===== src/rtl/spi_master_tx.sv =====
// Mode-0 SPI master transmitter with chip-select hold across frames.
// Optional MISO capture for cmd 11 is built when SPI_MISO_CAPTURE_EN is defined.
module spi_master_tx #(
   parameter int CLK_DIV   = 2,
   parameter int MAX_WIDTH = 32
) (
   input  logic                 clk,
   input  logic                 rst_n,
   input  logic                 spi_start,
   input  logic [1:0]           spi_cmd,
   input  logic [7:0]           spi_width,
   input  logic [MAX_WIDTH-1:0] spi_data,
   input  logic                 spi_miso,
   output logic                 spi_cs_n,
   output logic                 spi_sclk,
   output logic                 spi_mosi,
   output logic [MAX_WIDTH-1:0] spi_rdata,
   output logic                 spi_done,
   output logic                 busy
);

   // state    | meaning
   // IDLE     | waiting for spi_start
   // CS_SETUP | CS low, SCLK low for CLK_DIV cycles before the first bit
   // SHIFT    | low/high SCLK phases, one bit per 2*CLK_DIV cycles
   // CS_HOLD  | CS still low, SCLK low for CLK_DIV cycles
   // CS_GAP   | CS high for 2*CLK_DIV cycles
   // DONE     | one-cycle spi_done pulse
   typedef enum logic [2:0] {
      IDLE,
      CS_SETUP,
      SHIFT,
      CS_HOLD,
      CS_GAP,
      DONE
   } state_t;

   localparam int          MSB      = MAX_WIDTH - 1;
   localparam logic [8:0]  PHASE_LD = 9'(CLK_DIV - 1);
   localparam logic [8:0]  GAP_LD   = 9'(2 * CLK_DIV - 1);
   localparam logic [7:0]  MAXW     = (MAX_WIDTH > 255) ? 8'd255 : 8'(MAX_WIDTH);
   localparam logic [1:0]  CMD_HOLD  = 2'b00;
   localparam logic [1:0]  CMD_CSOFF = 2'b10;

   state_t               state_q, state_d;
   logic [8:0]           cnt_q, cnt_d;
   logic [7:0]           bits_q, bits_d;
   logic [1:0]           cmd_q, cmd_d;
   logic [MAX_WIDTH-1:0] tx_q, tx_d;
   logic                 cs_n_q, cs_n_d;
   logic                 sclk_q, sclk_d;
   logic                 mosi_q, mosi_d;
   logic [7:0]           w_eff;
   logic [MAX_WIDTH-1:0] tx_load;

`ifdef SPI_MISO_CAPTURE_EN
   localparam logic [1:0] CMD_RD = 2'b11;
   logic [MAX_WIDTH-1:0] rx_q, rx_d;
   logic [MAX_WIDTH-1:0] rdata_q, rdata_d;
`else
   logic unused_miso;
   assign unused_miso = spi_miso;
`endif

   // Data is left-aligned at acceptance so the next bit is always the MSB.
   assign w_eff   = (spi_width > MAXW) ? MAXW : spi_width;
   assign tx_load = spi_data << (MAXW - w_eff);

   always_comb begin
      state_d = state_q;
      cnt_d   = cnt_q;
      bits_d  = bits_q;
      cmd_d   = cmd_q;
      tx_d    = tx_q;
      cs_n_d  = cs_n_q;
      sclk_d  = sclk_q;
      mosi_d  = mosi_q;
`ifdef SPI_MISO_CAPTURE_EN
      rx_d    = rx_q;
      rdata_d = rdata_q;
`endif
      case (state_q)
         IDLE: begin
            if (spi_start) begin
               cmd_d  = spi_cmd;
               tx_d   = tx_load;
               bits_d = w_eff;
               cnt_d  = PHASE_LD;
`ifdef SPI_MISO_CAPTURE_EN
               rx_d   = '0;
`endif
               if (spi_cmd == CMD_CSOFF || w_eff == 8'd0) begin
                  if (spi_cmd != CMD_HOLD && !cs_n_q) state_d = CS_HOLD;
                  else                                state_d = DONE;
               end else if (cs_n_q) begin
                  cs_n_d  = 1'b0;
                  state_d = CS_SETUP;
               end else begin
                  state_d = SHIFT;
                  mosi_d  = tx_load[MSB];
                  tx_d    = tx_load << 1;
                  bits_d  = w_eff - 8'd1;
               end
            end
         end
         CS_SETUP: begin
            if (cnt_q == 9'd0) begin
               state_d = SHIFT;
               cnt_d   = PHASE_LD;
               mosi_d  = tx_q[MSB];
               tx_d    = tx_q << 1;
               bits_d  = bits_q - 8'd1;
            end else begin
               cnt_d = cnt_q - 9'd1;
            end
         end
         SHIFT: begin
            if (cnt_q != 9'd0) begin
               cnt_d = cnt_q - 9'd1;
            end else if (!sclk_q) begin
               sclk_d = 1'b1;
               cnt_d  = PHASE_LD;
            end else begin
               sclk_d = 1'b0;
               cnt_d  = PHASE_LD;
`ifdef SPI_MISO_CAPTURE_EN
               rx_d   = {rx_q[MSB-1:0], spi_miso};
`endif
               if (bits_q == 8'd0) begin
                  state_d = (cmd_q == CMD_HOLD) ? DONE : CS_HOLD;
               end else begin
                  mosi_d = tx_q[MSB];
                  tx_d   = tx_q << 1;
                  bits_d = bits_q - 8'd1;
               end
            end
         end
         CS_HOLD: begin
            if (cnt_q == 9'd0) begin
               cs_n_d  = 1'b1;
               cnt_d   = GAP_LD;
               state_d = CS_GAP;
            end else begin
               cnt_d = cnt_q - 9'd1;
            end
         end
         CS_GAP: begin
            if (cnt_q == 9'd0) state_d = DONE;
            else               cnt_d   = cnt_q - 9'd1;
         end
         DONE:    state_d = IDLE;
         default: state_d = IDLE;
      endcase
`ifdef SPI_MISO_CAPTURE_EN
      // Loaded on entry so the captured word is visible during the DONE cycle.
      if (state_d == DONE && state_q != DONE && cmd_d == CMD_RD) rdata_d = rx_d;
`endif
   end

   always_ff @(posedge clk or negedge rst_n) begin
      if (!rst_n) begin
         state_q <= IDLE;
         cnt_q   <= '0;
         bits_q  <= '0;
         cmd_q   <= '0;
         tx_q    <= '0;
         cs_n_q  <= 1'b1;
         sclk_q  <= 1'b0;
         mosi_q  <= 1'b0;
`ifdef SPI_MISO_CAPTURE_EN
         rx_q    <= '0;
         rdata_q <= '0;
`endif
      end else begin
         state_q <= state_d;
         cnt_q   <= cnt_d;
         bits_q  <= bits_d;
         cmd_q   <= cmd_d;
         tx_q    <= tx_d;
         cs_n_q  <= cs_n_d;
         sclk_q  <= sclk_d;
         mosi_q  <= mosi_d;
`ifdef SPI_MISO_CAPTURE_EN
         rx_q    <= rx_d;
         rdata_q <= rdata_d;
`endif
      end
   end

   assign spi_cs_n = cs_n_q;
   assign spi_sclk = sclk_q;
   assign spi_mosi = mosi_q;
   assign spi_done = (state_q == DONE);
   assign busy     = (state_q != IDLE);
`ifdef SPI_MISO_CAPTURE_EN
   assign spi_rdata = rdata_q;
`else
   assign spi_rdata = '0;
`endif

endmodule


===== config.mk =====
export PLATFORM = sky130hd
export DESIGN_NAME = spi_master_tx
export DESIGN_NICKNAME = d
export VERILOG_FILES = /design/src/rtl/spi_master_tx.sv
export SDC_FILE = /design/constraint.sdc
export NUM_CORES = 1
export LEC_CHECK = 0
export CAP_MARGIN = 20
export CORE_MARGIN = 1.5
export CORE_UTILIZATION = 61
export CTS_CLUSTER_SIZE = 25
export DETAILED_ROUTE_END_ITERATION = 8
export HOLD_SLACK_MARGIN = 0.06
export PLACE_DENSITY = 0.95
export SETUP_SLACK_MARGIN = 0.15
export SYNTH_ARGS = -nofsm -noshare
export SYNTH_HDL_FRONTEND = slang
export SYNTH_SLANG_ARGS = --single-unit

===== constraint.sdc =====
create_clock -name clk -period 7 [get_ports clk]
set_input_delay 0.7 -clock clk [delete_from_list [all_inputs] [get_ports clk]]
set_output_delay 0.7 -clock clk [all_outputs]
set_load 0.005 [all_outputs]

Word level (Yosys, flattened, before mapping)

Cells that the tools add are included.

Bits of input ports: 46
Word-level logic and storage cells: 101
Output and inout bits: 37
Flip-flop bits (word level): 57

Reductions and logical operators: 21
Bitwise operators: 1
Add/subtract/negate cells: 4
Eq/ne operators: 17
Multiplexer cells: 48
Shifts and indexed selects: 1
Magnitude comparators: 1

Operators with widths:

| cell                                                                 | number |
|---|---|
| 32-bit two-way mux                                                   | 7 |
| 32-bit case mux with 3 select lines                                  | 1 |
| 8-bit two-way mux                                                    | 8 |
| 9-bit two-way mux                                                    | 5 |
| 9-bit case mux with 5 select lines                                   | 1 |
| 32-bit by 8-bit << shifter with 32-bit output                        | 1 |
| 3-bit two-way mux                                                    | 10 |
| 8-bit case mux with 3 select lines                                   | 1 |
| 2-bit != test, second input constant                                 | 11 |
| 8-bit logical NOT                                                    | 2 |
| 8-bit by 1-bit subtractor with 8-bit output, second input constant   | 2 |
| 3-bit case mux with 5 select lines                                   | 1 |
| 1-bit two-way mux                                                    | 11 |
| 9-bit logical NOT                                                    | 1 |
| 9-bit nonzero test                                                   | 1 |
| 9-bit by 1-bit subtractor with 9-bit output, second input constant   | 1 |
| 8-bit by 6-bit > comparator with 1-bit output, second input constant | 1 |
| 8-bit AND reduction                                                  | 1 |
| 6-bit by 8-bit subtractor with 8-bit output, first input constant    | 1 |
| 7-bit AND reduction                                                  | 1 |
| 3-bit by 2-bit == test with 1-bit output, second input constant      | 2 |
| 3-bit == test, second input constant                                 | 2 |
| 6-bit AND reduction                                                  | 1 |
| 3-bit nonzero test                                                   | 2 |
| 16 further kinds                                                     | 18 |

Logic depth before layout (Yosys ltp)

Gate-level depths: netlist of the first run.

Depth after elaboration: 8
Gate-level depth with buffers: 17
Gate-level depth less buffers: 11

Worst setup path after synthesis of the first run

OpenSTA, ideal clock, no wires.

Path type: input-to-reg
From: in spi_width[0]
To: reg tx_q[22]
Required time: 6.868 ns
Stages: 16
Setup time: 0.132 ns
Path slack: 2.947 ns
Arrival: 3.921 ns
Buffers on the path: 7
Cell sequence: buf_4 -> nor4b_1 -> buf_4 -> buf_4 -> inv_1 -> buf_2 -> ha_1 -> clkbuf_1 -> buf_1 -> clkbuf_1 -> mux2i_1 -> nand2_1 -> a31oi_1 -> nor2_1 -> a311oi_1 -> o21ai_0

Cells in the longest elaborated chain, start to end: 8
Elaborated cells on any way between the ends: 10
Classes of those cells: add/sub (1); order compare (1); shift (1); mux (5); reduce/logical (2)

RTL lines:

| element                                       | line | text |
|---|---|---|
| start, declared                               | 11   | `input logic [7:0] spi_width,` |
| 8-bit by 6-bit > comparator with 1-bit output | 66   | `assign w_eff = (spi_width > MAXW) ? MAXW : spi_width;` |
| 8-bit two-way mux (*)                         | 66   |  |
| 6-bit by 8-bit subtractor with 8-bit output   | 67   | `assign tx_load = spi_data << (MAXW - w_eff);` |
| 32-bit by 8-bit << shifter with 32-bit output | 67   |  |
| 32-bit two-way mux                            | 95   | `end else if (cs_n_q) begin` |
| 32-bit two-way mux (*)                        | 92   | `if (spi_cmd == CMD_CSOFF \|\| w_eff == 8'd0) begin` |
| 32-bit two-way mux (*)                        | 84   | `if (spi_start) begin` |
| 32-bit case mux with 3 select lines (*)       | 82   | `case (state_q)` |
| end signal, assigned                          | 179  | `tx_q <= tx_d;` |
| end, declared                                 | 49   | `logic [MAX_WIDTH-1:0] tx_q, tx_d;` |

Every way passes the cells marked *; elsewhere a longest branch is shown, timed or not. The select of a mux whose other input is x is not followed.
A chain may end at the register's enable or synchronous reset.

Final worst setup path of the first run

From: in spi_width[0]
To: reg tx_q[24]

Same word-level chain as after synthesis.

==> summary.md, run 1 <==
Status
• **result of the run** completed

Power
• **Peak supply drop** 0.000262 V
• **power density over the cells** 382 nW/um^2
• **post-layout power** 2360 uW
• **static power due to leakage** 0.00251 uW

Worst setup path
• **reg-to-reg startpoint** cnt_q[0]
• **stage delay of the slowest cell on the critical path** 0.94 ns
• **cell family with most CP delay** compound AO/OA/AOI/OAI gates
• **worst setup slack for register-to-register paths** 3.56 ns
• **data arrival time at the worst-slack endpoint** 5.16 ns
• **endpoint required time on the critical path** 7.23 ns
• **endpoint of the worst-slack reg-to-reg timing path** cmd_q[1]
• **crit-path cells** clkdlybuf4s50_1, nor4b_2, inv_1, buf_4, ha_1, nand2b_1, o211ai_1, and2_1, o221ai_1, a31oi_1, o22ai_1, a211o_1
• **crit-path max FO** 28
• **category of the worst setup path capture point** register
• **launching element type of the critical path** primary input
• **combined buffer and inverter count along the critical path** 3
• **cell at the slowest stage of the critical path** ha_1
• **type of the setup path with the least slack** in2reg
• **R2R cell count** 9
• **logic depth of the worst path, buffers included** 12
• **critical path capture point** tx_q[24]
• **Critical Path Start** spi_width[0]

Yosys
• **mean area per synthesized cell** 7.96 sq um
• **area share of fa/ha/maj cells after synthesis** 0.00882
• **Simple-Gate Fraction of Synth Area** 0.204
• **Synth Cell Area** 5680 sq um
• **Synth async-reset ratio** 1.00
• **leading cell types by count after synthesis** 85 x nand2_1, 76 x nor2_1, 56 x dfrtp_1, 52 x a21oi_1, 42 x o21ai_0
• **share of the yosys chip area belonging to registers** 0.252
• **compound-gate portion of the synthesized area** 0.258
• **multiplexer share of the synthesized area** 0.149
• **Syn. warnings** 0
• **number of synthesized register bits** 57
• **prevailing post-synth register cell** dfrtp_1
• **Post-synth EDFFs** 0
• **cell count after synthesis** 713
• **most common cell in the netlist** nand2_1
• **synth unique cells** 82
• **area share of the largest cell type after synthesis** 0.247
• **main combinational cell family by area after synthesis** compound AO/OA/AOI/OAI gates
• **XOR/XNOR share of the synthesized area** 0.0258
• **cell taking the most area after synthesis** dfrtp_1
• **Area contributors post-synth** dfrtp_1 25%, mux4_2 6.0%, nand2_1 5.6%, buf_4 5.4%, mux2i_1 5.1%

Floorplan
• **number of standard-cell rows in the floorplan** 35
• **Core ar.** 9110 sq um
• **effective utilization at floorplan** 0.623
• **die width** 99.5 um
• **IO Pins** 83
• **die area** 9890 sq um
• **die extent in y** 99.5 um

CTS
• **number of buffers added by the clock tree synthesis step** 9
• **clock buffer depth** 2
• **clock tree from TritonCTS** built
• **Post-CTS Hold Buffers** 0
• **clock-pin slew on the worst setup and hold paths** 0.07 ns
• **root buffer cell** clkbuf_8
• **clock latency reported for the late side of the worst-skew pair** 0.35 ns
• **# resized after CTS** 0
• **number of sinks driven by the clock tree** 57
• **post-CTS setup buffer count** 0
• **CTS H-tree depth** 3

Timing
• **number of pins exceeding their max-slew limit in the final report** 0
• **final worst clock skew** 0.0127 ns
• **RSZ-0062 raised after global routing** false
• **Period minus WS final** 4.92 ns
• **maximum frequency from static timing analysis** 203 MHz
• **sum of negative setup slack** 0 ns
• **final critical-path share of the clock period** 0.703
• **setup violation total in the final timing report** 0
• **slack of the critical path** 2.08 ns
• **Max-Slew Margin vs Limit** 0.259
• **Least-Margin Pin Slew** 1.11 ns
• **Final Hold Fails** 0

Detailed routing
• **total number of vias** 5702
• **final wirelength** 16.1 mm
• **Post-DRT Antenna Nets** 0
• **drt first-iter violations** 597
• **WL/cell** 19.1 um
• **Initial DRT Pass Iterations** 6
• **vias per inst** 6.75
• **residual DRC count** 0

Place
• **port bufs** 49
• **post-detailed-placement cell area** 6030 sq um
• **hpwl dp** 11.7 mm
• **Post-Place Worst Slack** 1.95 ns
• **Final Wtd Congestion** 0.985

Final layout
• **final core utilization** 0.680
• **Filler Cells Inserted** 712
• **layout cell share with drive strength beyond 1** 0.113
• **area added between synthesis and finish** 9.10%
• **final design instance area without fill** 6190 sq um
• **number of nets in the finished design** 781
• **antenna diode count** 0

Global route
• **global-route usage over all layers** 0.325
• **number of antenna violations at the first check in global routing** 0
• **via count of the first global-routing pass** 5257
• **global-route wire length before repair** 25.8 mm
• **largest net degree at the start of global routing** 58
• **total congestion overflow after global routing** 0

Min path
• **worst hold path class** in2async

Run
• **max-cap violations** 0

## how the worst min path moves through the flow
stage                 to      from  slack [ns]  depth (start not counted)
2_1_floorplan  bits_q[0]     rst_n        0.40                          0
3_3_place_gp     tx_q[0]   tx_q[0]        0.45                          2
3_5_place_dp     tx_q[0]   tx_q[0]        0.46                          2
4_1_cts          tx_q[0]   tx_q[0]        0.47                          2
5_1_grt         tx_q[16]  tx_q[16]        0.52                          2
6_report        cnt_q[0]     rst_n        0.47                          2
## placed cells by master, fill, tap and decap left out, drive strengths merged, types with 3 or more instances in the layout
cell type and count:
o21a 3, clkbuf 9, o211ai 10, a221oi 10
a32oi 6, xnor2 8, o21ai 46, nand2 85
ha 4, a211oi 5, a21oi 52, dfrtp 56
mux2i 30, xor2 7, nor2b 4, a311oi 3
nand2b 6, inv 19, and2 4, o221ai 5
clkinvlp 4, nor3 19, or3 6, o22a 3
a21o 3, o22ai 13, nand3 22, nor2 77
mux2 17, a22oi 12, mux4 15, or2 3
conb 32, and3 13, a211o 3, buf 14
nor4 5, clkdlybuf4s50 48, a31oi 14, a22o 3
## stage by stage
step	instances	hold WS, ns
global placement	831	0.453
finish	845	0.468
detailed placement	831	0.458
floorplan	744	0.404
CTS	845	0.473
global route	845	0.518
## power breakdown
| part | total [uW] | leakage (uW) | internal, uW | switching [uW] |
|---|---|---|---|---|
| logic | 1470 | 0.00176 | 558 | 916 |
| registers | 628 | 0.000682 | 504 | 124 |
| clock network | 262 | 0.0000692 | 123 | 139 |
| total | 2360 | 0.00251 | 1190 | 1180 |
## area by class of cell
type,instances,area (sq um),share of cell area
Multi-Input combinational cell,581,3810,0.615
Clock inverter,5,35.0,0.00566
Timing Repair Buffer,62,583,0.0942
Sequential cell,57,1430,0.231
Tap cell,111,139,0.0224
Clock buffer,9,124,0.0200
Inverter,20,75.1,0.0121
## cell families (layout without fill, tap and decap cells)
group,Yosys count,count (layout)
other,1,32
adders and majority gates,4,4
muxes,62,62
xor gates and xnor gates,15,15
buffers and inverters,106,96
AOI/OAI and AO/OA,217,217
and+or+nand+nor,251,251
DFF,57,57
## routing by layer
metal  vias to the layer above  GRT usage  wire (um)
met1                      2684      0.415       6370
met4                         0      0.173        694
met5                         -          0          0
li1                       2603          -          -
met2                       350      0.540       7740
met3                        65     0.0408       1310
## state kept, by name, indices dropped and copies added, names as in the netlist
register / cells
tx_q: 32
cnt_q: 9
bits_q: 8
state_q: 3
cmd_q: 2
spi_cs_n: 1
spi_mosi: 1
spi_sclk: 1
(Power assumes the default switching activity.)
==> run 2, diff against run 1 <==
--- a/config.mk
+++ b/config.mk
@@ -7,11 +7,11 @@
 export LEC_CHECK = 0
 export CAP_MARGIN = 20
 export CORE_MARGIN = 1.5
-export CORE_UTILIZATION = 61
+export CORE_UTILIZATION = 56
 export CTS_CLUSTER_SIZE = 25
 export DETAILED_ROUTE_END_ITERATION = 8
 export HOLD_SLACK_MARGIN = 0.06
-export PLACE_DENSITY = 0.95
+export PLACE_DENSITY = 0.9
 export SETUP_SLACK_MARGIN = 0.15
 export SYNTH_ARGS = -nofsm -noshare
 export SYNTH_HDL_FRONTEND = slang
==> constraint.sdc (replaced) <==
create_clock -name clk -period 4.91 [get_ports clk]
set_input_delay 0.491 -clock clk [delete_from_list [all_inputs] [get_ports clk]]
set_output_delay 0.491 -clock clk [all_outputs]
set_load 0.005 [all_outputs]
==> run 2 against run 1 <==
Net effect: sequential power rose by 43%; worst hold slack got worse by 0.18 ns; routed wire length grew 5.3%; largest cell class unchanged; global-route usage down 0.90 points; clock power is 93% higher; first-iteration DRC count grew 20%; cell count grew 3.7%; clock-buffer cell count unchanged; power grew 49%; critical path depth unchanged.
==> summary.md, run 2 (synthesized netlist as in run 1, its figures left out) <==
Power
• **static power due to leakage** 0.00258 uW, was 0.00251 uW
• **Peak supply drop** 0.000332 V, was 0.000262 V
• **post-layout power** 3520 uW, was 2360 uW
• **power density over the cells** 555 nW/um^2, was 382 nW/um^2

Final layout
• **number of nets in the finished design** 788, was 781
• **largest registers** tx_q: 32 flops, cnt_q: 9 flops, bits_q: 8 flops, unchanged
• **final core utilization** 0.646, was 0.680
• **register ranked first by flip-flop count** tx_q, unchanged
• **most common cell after layout, fill and taps aside** nand2_1, unchanged
• **layout cell share with drive strength beyond 1** 0.124, was 0.113
• **antenna diode count** 0, unchanged
• **number of flip-flops under the largest register name** 32, unchanged
• **highest-count cells in the layout ignoring fill and taps** 85 x nand2_1, 75 x nor2_1, 56 x dfrtp_1, 52 x a21oi_1, 48 x clkdlybuf4s50_1, unchanged
• **final design instance area without fill** 6340 sq um, was 6190 sq um
• **area added between synthesis and finish** 11.7%, was 9.10%

Detailed routing
• **final wirelength** 17.0 mm, was 16.1 mm
• **total number of vias** 5802, was 5702
• **residual DRC count** 0, unchanged
• **drt first-iter violations** 716, was 597
• **Initial DRT Pass Iterations** 6, unchanged
• **vias per inst** 6.62, was 6.75
• **Post-DRT Antenna Nets** 0, unchanged
• **WL/cell** 19.4 um, was 19.1 um

CTS
• **clock latency reported for the late side of the worst-skew pair** 0.35 ns, about the same
• **post-CTS setup buffer count** 0, unchanged
• **clock tree from TritonCTS** built, unchanged
• **clock buffer depth** 2, unchanged
• **Post-CTS Hold Buffers** 0, unchanged
• **clock-pin slew on the worst setup and hold paths** 0.08 ns, was 0.07 ns
• **number of buffers added by the clock tree synthesis step** 9, unchanged
• **number of sinks driven by the clock tree** 57, unchanged
• **CTS H-tree depth** 3, unchanged
• **# resized after CTS** 0, unchanged
• **root buffer cell** clkbuf_8, unchanged

Global route
• **via count of the first global-routing pass** 5364, was 5257
• **total congestion overflow after global routing** 0, unchanged
• **largest net degree at the start of global routing** 58, unchanged
• **global-route wire length before repair** 27.7 mm, was 25.8 mm
• **number of antenna violations at the first check in global routing** 0, unchanged
• **global-route usage over all layers** 0.316, was 0.325

Timing
• **RSZ-0062 raised after global routing** false, unchanged
• **minimum hold slack** 0.289 ns, was 0.468 ns
• **Max-Slew Margin vs Limit** 0.306, was 0.259
• **Least-Margin Pin Slew** 1.04 ns, was 1.11 ns
• **setup violation total in the final timing report** 0, unchanged
• **sum of negative setup slack** 0 ns, unchanged
• **maximum frequency from static timing analysis** 254 MHz
• **number of pins exceeding their max-slew limit in the final report** 0, unchanged
• **Period minus WS final** 3.94 ns
• **Final Hold Fails** 0, unchanged
• **final critical-path share of the clock period** 0.802
• **final worst clock skew** 0.0116 ns, was 0.0127 ns

Place
• **hpwl dp** 12.3 mm, was 11.7 mm
• **port bufs** 49, unchanged
• **Final Wtd Congestion** 0.958, was 0.985
• **post-detailed-placement cell area** 6110 sq um, was 6030 sq um

Run
• **max-cap violations** 0, unchanged

Worst setup path
• **combined buffer and inverter count along the critical path** 4, was 3
• **launching element type of the critical path** primary input, unchanged
• **cell family with most CP delay** buffers and inverters, was compound AO/OA/AOI/OAI gates
• **crit-path max FO** 23, was 28
• **cell at the slowest stage of the critical path** clkinv_1, was ha_1
• **type of the setup path with the least slack** in2reg, unchanged
• **stage delay of the slowest cell on the critical path** 0.56 ns, was 0.94 ns
• **category of the worst setup path capture point** register, unchanged
• **endpoint required time on the critical path** 5.14 ns, was 7.23 ns
• **data arrival time at the worst-slack endpoint** 4.17 ns, was 5.16 ns
• **crit-path cells** clkdlybuf4s50_1, nor4b_2, inv_1, ha_1, buf_4, clkinv_1, mux2_2, a22oi_1, nand2_1, a2bb2oi_1, o22ai_1, a211o_1, was clkdlybuf4s50_1, nor4b_2, inv_1, buf_4, ha_1, nand2b_1, o211ai_1, and2_1, o221ai_1, a31oi_1, o22ai_1, a211o_1

Floorplan
• **die area** 10700 sq um, was 9890 sq um
• **die width** 104 um, was 99.5 um
• **number of standard-cell rows in the floorplan** 36, was 35
• **Core ar.** 9820 sq um, was 9110 sq um
• **effective utilization at floorplan** 0.578, was 0.623
• **die extent in y** 104 um, was 99.5 um
• **IO Pins** 83, unchanged

Min path
• **worst hold path class** in2async, unchanged

Status
• **result of the run** completed, unchanged

run 2: changes by cell type in the layout (fill, tap and decap cells not counted):
cell,previous run,this run
bufinv_16,0,2
clkinv_2,1,0
clkinv_4,0,3
inv_6,0,1
buf_4,13,20
clkinvlp_4,4,1
run 2: layout make-up:
class	count	area [sq um]
Inverter	20	75.1
Sequential cell	57	1430
Tap cell	133	166
Clock buffer	9	124
Timing Repair Buffer	69	636
Clock inverter	7	103
Fill cell	850	3480
Multi-Input combinational cell	581	3810
run 2: stage by stage:
step	std cells	setup WS, ns
after floorplan	744	1.07
after global placement	860	0.847
after detailed placement	860	0.762
after CTS	876	1.12
after global routing	876	0.787
final	876	0.971
run 2: worst paths after layout:
check / startpoint / endpoint / slack, ns / depth (start not counted)
setup / recovery: spi_width[7] / tx_q[24] / 0.97 / 12
hold / removal: rst_n / cnt_q[5] / 0.29 / 2
setup reg to reg: cnt_q[0] / cmd_q[1] / 1.48 / 9
hold reg to reg: tx_q[16] / tx_q[16] / 0.48 / 2
max in group asynchronous: rst_n / tx_q[12] / 4.13 / 2
min in group clk: tx_q[16] / tx_q[16] / 0.48 / 2
run 2: layer usage:
layer  wire (um)  track usage  up-vias  share of wire
met2        8030        0.512      416           0.47
met5           0            0        -              0
met3        1490       0.0321       59          0.088
met1        6890        0.437     2714           0.41
met4         566        0.124        0          0.033
li1            -            -     2613              -
run 2: where the power goes:
part	total (uW)	switching [uW]	internal [uW]
clock network	505	216	290
logic	2120	1310	803
registers	897	180	717
==> run 3, diff against run 2 <==
==> constraint.sdc (replaced) <==
create_clock -name clk -period 4.1 [get_ports clk]
set_input_delay 0.41 -clock clk [delete_from_list [all_inputs] [get_ports clk]]
set_output_delay 0.41 -clock clk [all_outputs]
set_load 0.005 [all_outputs]
==> run 3 against run 2 <==
Net effect: sequential cell count unchanged; clock power up 30%; critical path depth decreased by 2; first-iteration DRC count up 1.3%; via count about the same; register-to-register slack lost 0.83 ns; power rose by 22%.
==> summary.md, run 3 (synthesized netlist as in run 1, its figures left out) <==
Status
• **result of the run** completed, unchanged

CTS
• **number of sinks driven by the clock tree** 57, unchanged
• **number of buffers added by the clock tree synthesis step** 9, unchanged
• **clock-pin slew on the worst setup and hold paths** 0.08 ns, about the same
• **root buffer cell** clkbuf_8, unchanged
• **Post-CTS Hold Buffers** 0, unchanged
• **clock buffer depth** 2, unchanged
• **CTS H-tree depth** 3, unchanged
• **post-CTS setup buffer count** 0, unchanged
• **clock latency reported for the late side of the worst-skew pair** 0.35 ns, about the same
• **clock tree from TritonCTS** built, unchanged
• **# resized after CTS** 0, unchanged

Timing
• **slack of the critical path** 0.532 ns, was 0.971 ns
• **maximum frequency from static timing analysis** 280 MHz
• **RSZ-0062 raised after global routing** false, unchanged
• **Final Hold Fails** 0, unchanged
• **Period minus WS final** 3.57 ns
• **number of pins exceeding their max-slew limit in the final report** 0, unchanged
• **Max-Slew Margin vs Limit** 0.414, was 0.306
• **minimum hold slack** 0.192 ns, was 0.289 ns
• **Least-Margin Pin Slew** 0.877 ns, was 1.04 ns
• **final worst clock skew** 0.0120 ns, was 0.0116 ns
• **sum of negative setup slack** 0 ns, unchanged
• **setup violation total in the final timing report** 0, unchanged
• **final critical-path share of the clock period** 0.870

Worst setup path
• **category of the worst setup path capture point** register, unchanged
• **combined buffer and inverter count along the critical path** 2, was 4
• **data arrival time at the worst-slack endpoint** 3.78 ns, was 4.17 ns
• **type of the setup path with the least slack** in2reg, unchanged
• **launching element type of the critical path** primary input, unchanged
• **endpoint required time on the critical path** 4.31 ns, was 5.14 ns
• **crit-path max FO** 45, was 23
• **cell family with most CP delay** compound AO/OA/AOI/OAI gates, was buffers and inverters
• **cell at the slowest stage of the critical path** mux4_2, was clkinv_1
• **crit-path cells** clkdlybuf4s50_1, nor4b_2, buf_4, mux4_2, a32oi_1, nand2_1, o21ai_1, nor3_1, a311oi_1, o21ai_0, was clkdlybuf4s50_1, nor4b_2, inv_1, ha_1, buf_4, clkinv_1, mux2_2, a22oi_1, nand2_1, a2bb2oi_1, o22ai_1, a211o_1
• **stage delay of the slowest cell on the critical path** 0.64 ns, was 0.56 ns

Final layout
• **antenna diode count** 0, unchanged
• **area added between synthesis and finish** 12.6%, was 11.7%
• **number of flip-flops under the largest register name** 32, unchanged
• **Filler Cells Inserted** 876, was 850
• **largest registers** tx_q: 32 flops, cnt_q: 9 flops, bits_q: 8 flops, unchanged
• **number of nets in the finished design** 791, was 788
• **most common cell after layout, fill and taps aside** nand2_1, unchanged
• **highest-count cells in the layout ignoring fill and taps** 85 x nand2_1, 75 x nor2_1, 56 x dfrtp_1, 52 x a21oi_1, 48 x clkdlybuf4s50_1, unchanged
• **final core utilization** 0.651, was 0.646
• **register ranked first by flip-flop count** tx_q, unchanged
• **layout cell share with drive strength beyond 1** 0.126, was 0.124

Detailed routing
• **final wirelength** 16.9 mm, was 17.0 mm
• **WL/cell** 19.2 um, was 19.4 um
• **Post-DRT Antenna Nets** 0, unchanged
• **vias per inst** 6.61, was 6.62
• **drt first-iter violations** 725, was 716
• **residual DRC count** 0, unchanged
• **total number of vias** 5807, was 5802
• **Initial DRT Pass Iterations** 6, unchanged

Global route
• **number of antenna violations at the first check in global routing** 0, unchanged
• **global-route usage over all layers** 0.313, was 0.316
• **total congestion overflow after global routing** 0, unchanged
• **largest net degree at the start of global routing** 58, unchanged
• **via count of the first global-routing pass** 5565, was 5364
• **global-route wire length before repair** 27.5 mm, was 27.7 mm

Floorplan
• **die width** 104 um, unchanged
• **die extent in y** 104 um, unchanged
• **effective utilization at floorplan** 0.578, unchanged
• **die area** 10700 sq um, unchanged
• **Core ar.** 9820 sq um, unchanged
• **number of standard-cell rows in the floorplan** 36, unchanged
• **IO Pins** 83, unchanged

Run
• **max-cap violations** 0, unchanged

Power
• **power density over the cells** 671 nW/um^2, was 555 nW/um^2
• **static power due to leakage** 0.00261 uW, was 0.00258 uW
• **Peak supply drop** 0.000399 V, was 0.000332 V

Place
• **port bufs** 49, unchanged
• **Final Wtd Congestion** 0.962, was 0.958
• **hpwl dp** 12.5 mm, was 12.3 mm
• **Post-Place Worst Slack** 0.234 ns, was 0.762 ns

Min path
• **worst hold path class** in2async, unchanged

-- run 3: worst paths after layout --
check                             startpoint       end  slack (ns)  cells past startpoint
worst max-delay path            spi_width[7]  tx_q[16]        0.53                     10
worst min-delay path                   rst_n  cnt_q[0]        0.19                      2
worst max register to register      cnt_q[0]  cmd_q[0]        0.65                      8
worst min register to register       tx_q[0]   tx_q[0]        0.47                      2
max in group asynchronous              rst_n  tx_q[20]        3.39                      2
min in group clk                     tx_q[0]   tx_q[0]        0.47                      2
-- run 3: routing by layer --
layer | up-vias | routed length (um) | track usage
li1 | 2624 | - | -
met1 | 2799 | 6790 | 0.398
met2 | 319 | 8290 | 0.532
met3 | 65 | 1030 | 0.0283
met4 | 0 | 760 | 0.161
met5 | - | 0 | 0
-- run 3: per-stage QoR --
stage,total power [uW],std cells,instance area (sq um)
detailed placement,3550,863,6150
global placement,3430,863,6150
global route,4590,879,6390
finish,4290,879,6390
floorplan,2910,744,5790
CTS,4240,879,6390
-- run 3: layout make-up --
type                    instances  area (sq um)  area share
inverters                      20          75.1      0.0117
multi-input cells             581          3810       0.596
clock inverters                 5           103      0.0161
repair buffers                 72           671       0.105
well taps                     133           166      0.0260
flip-flops and latches         57          1430       0.223
clock buffers                  11           141      0.0221
-- run 3: power breakdown --
group | internal (uW) | total [uW] | switching, uW
sequential | 860 | 1080 | 218
clock | 420 | 659 | 239
combinational | 975 | 2550 | 1580
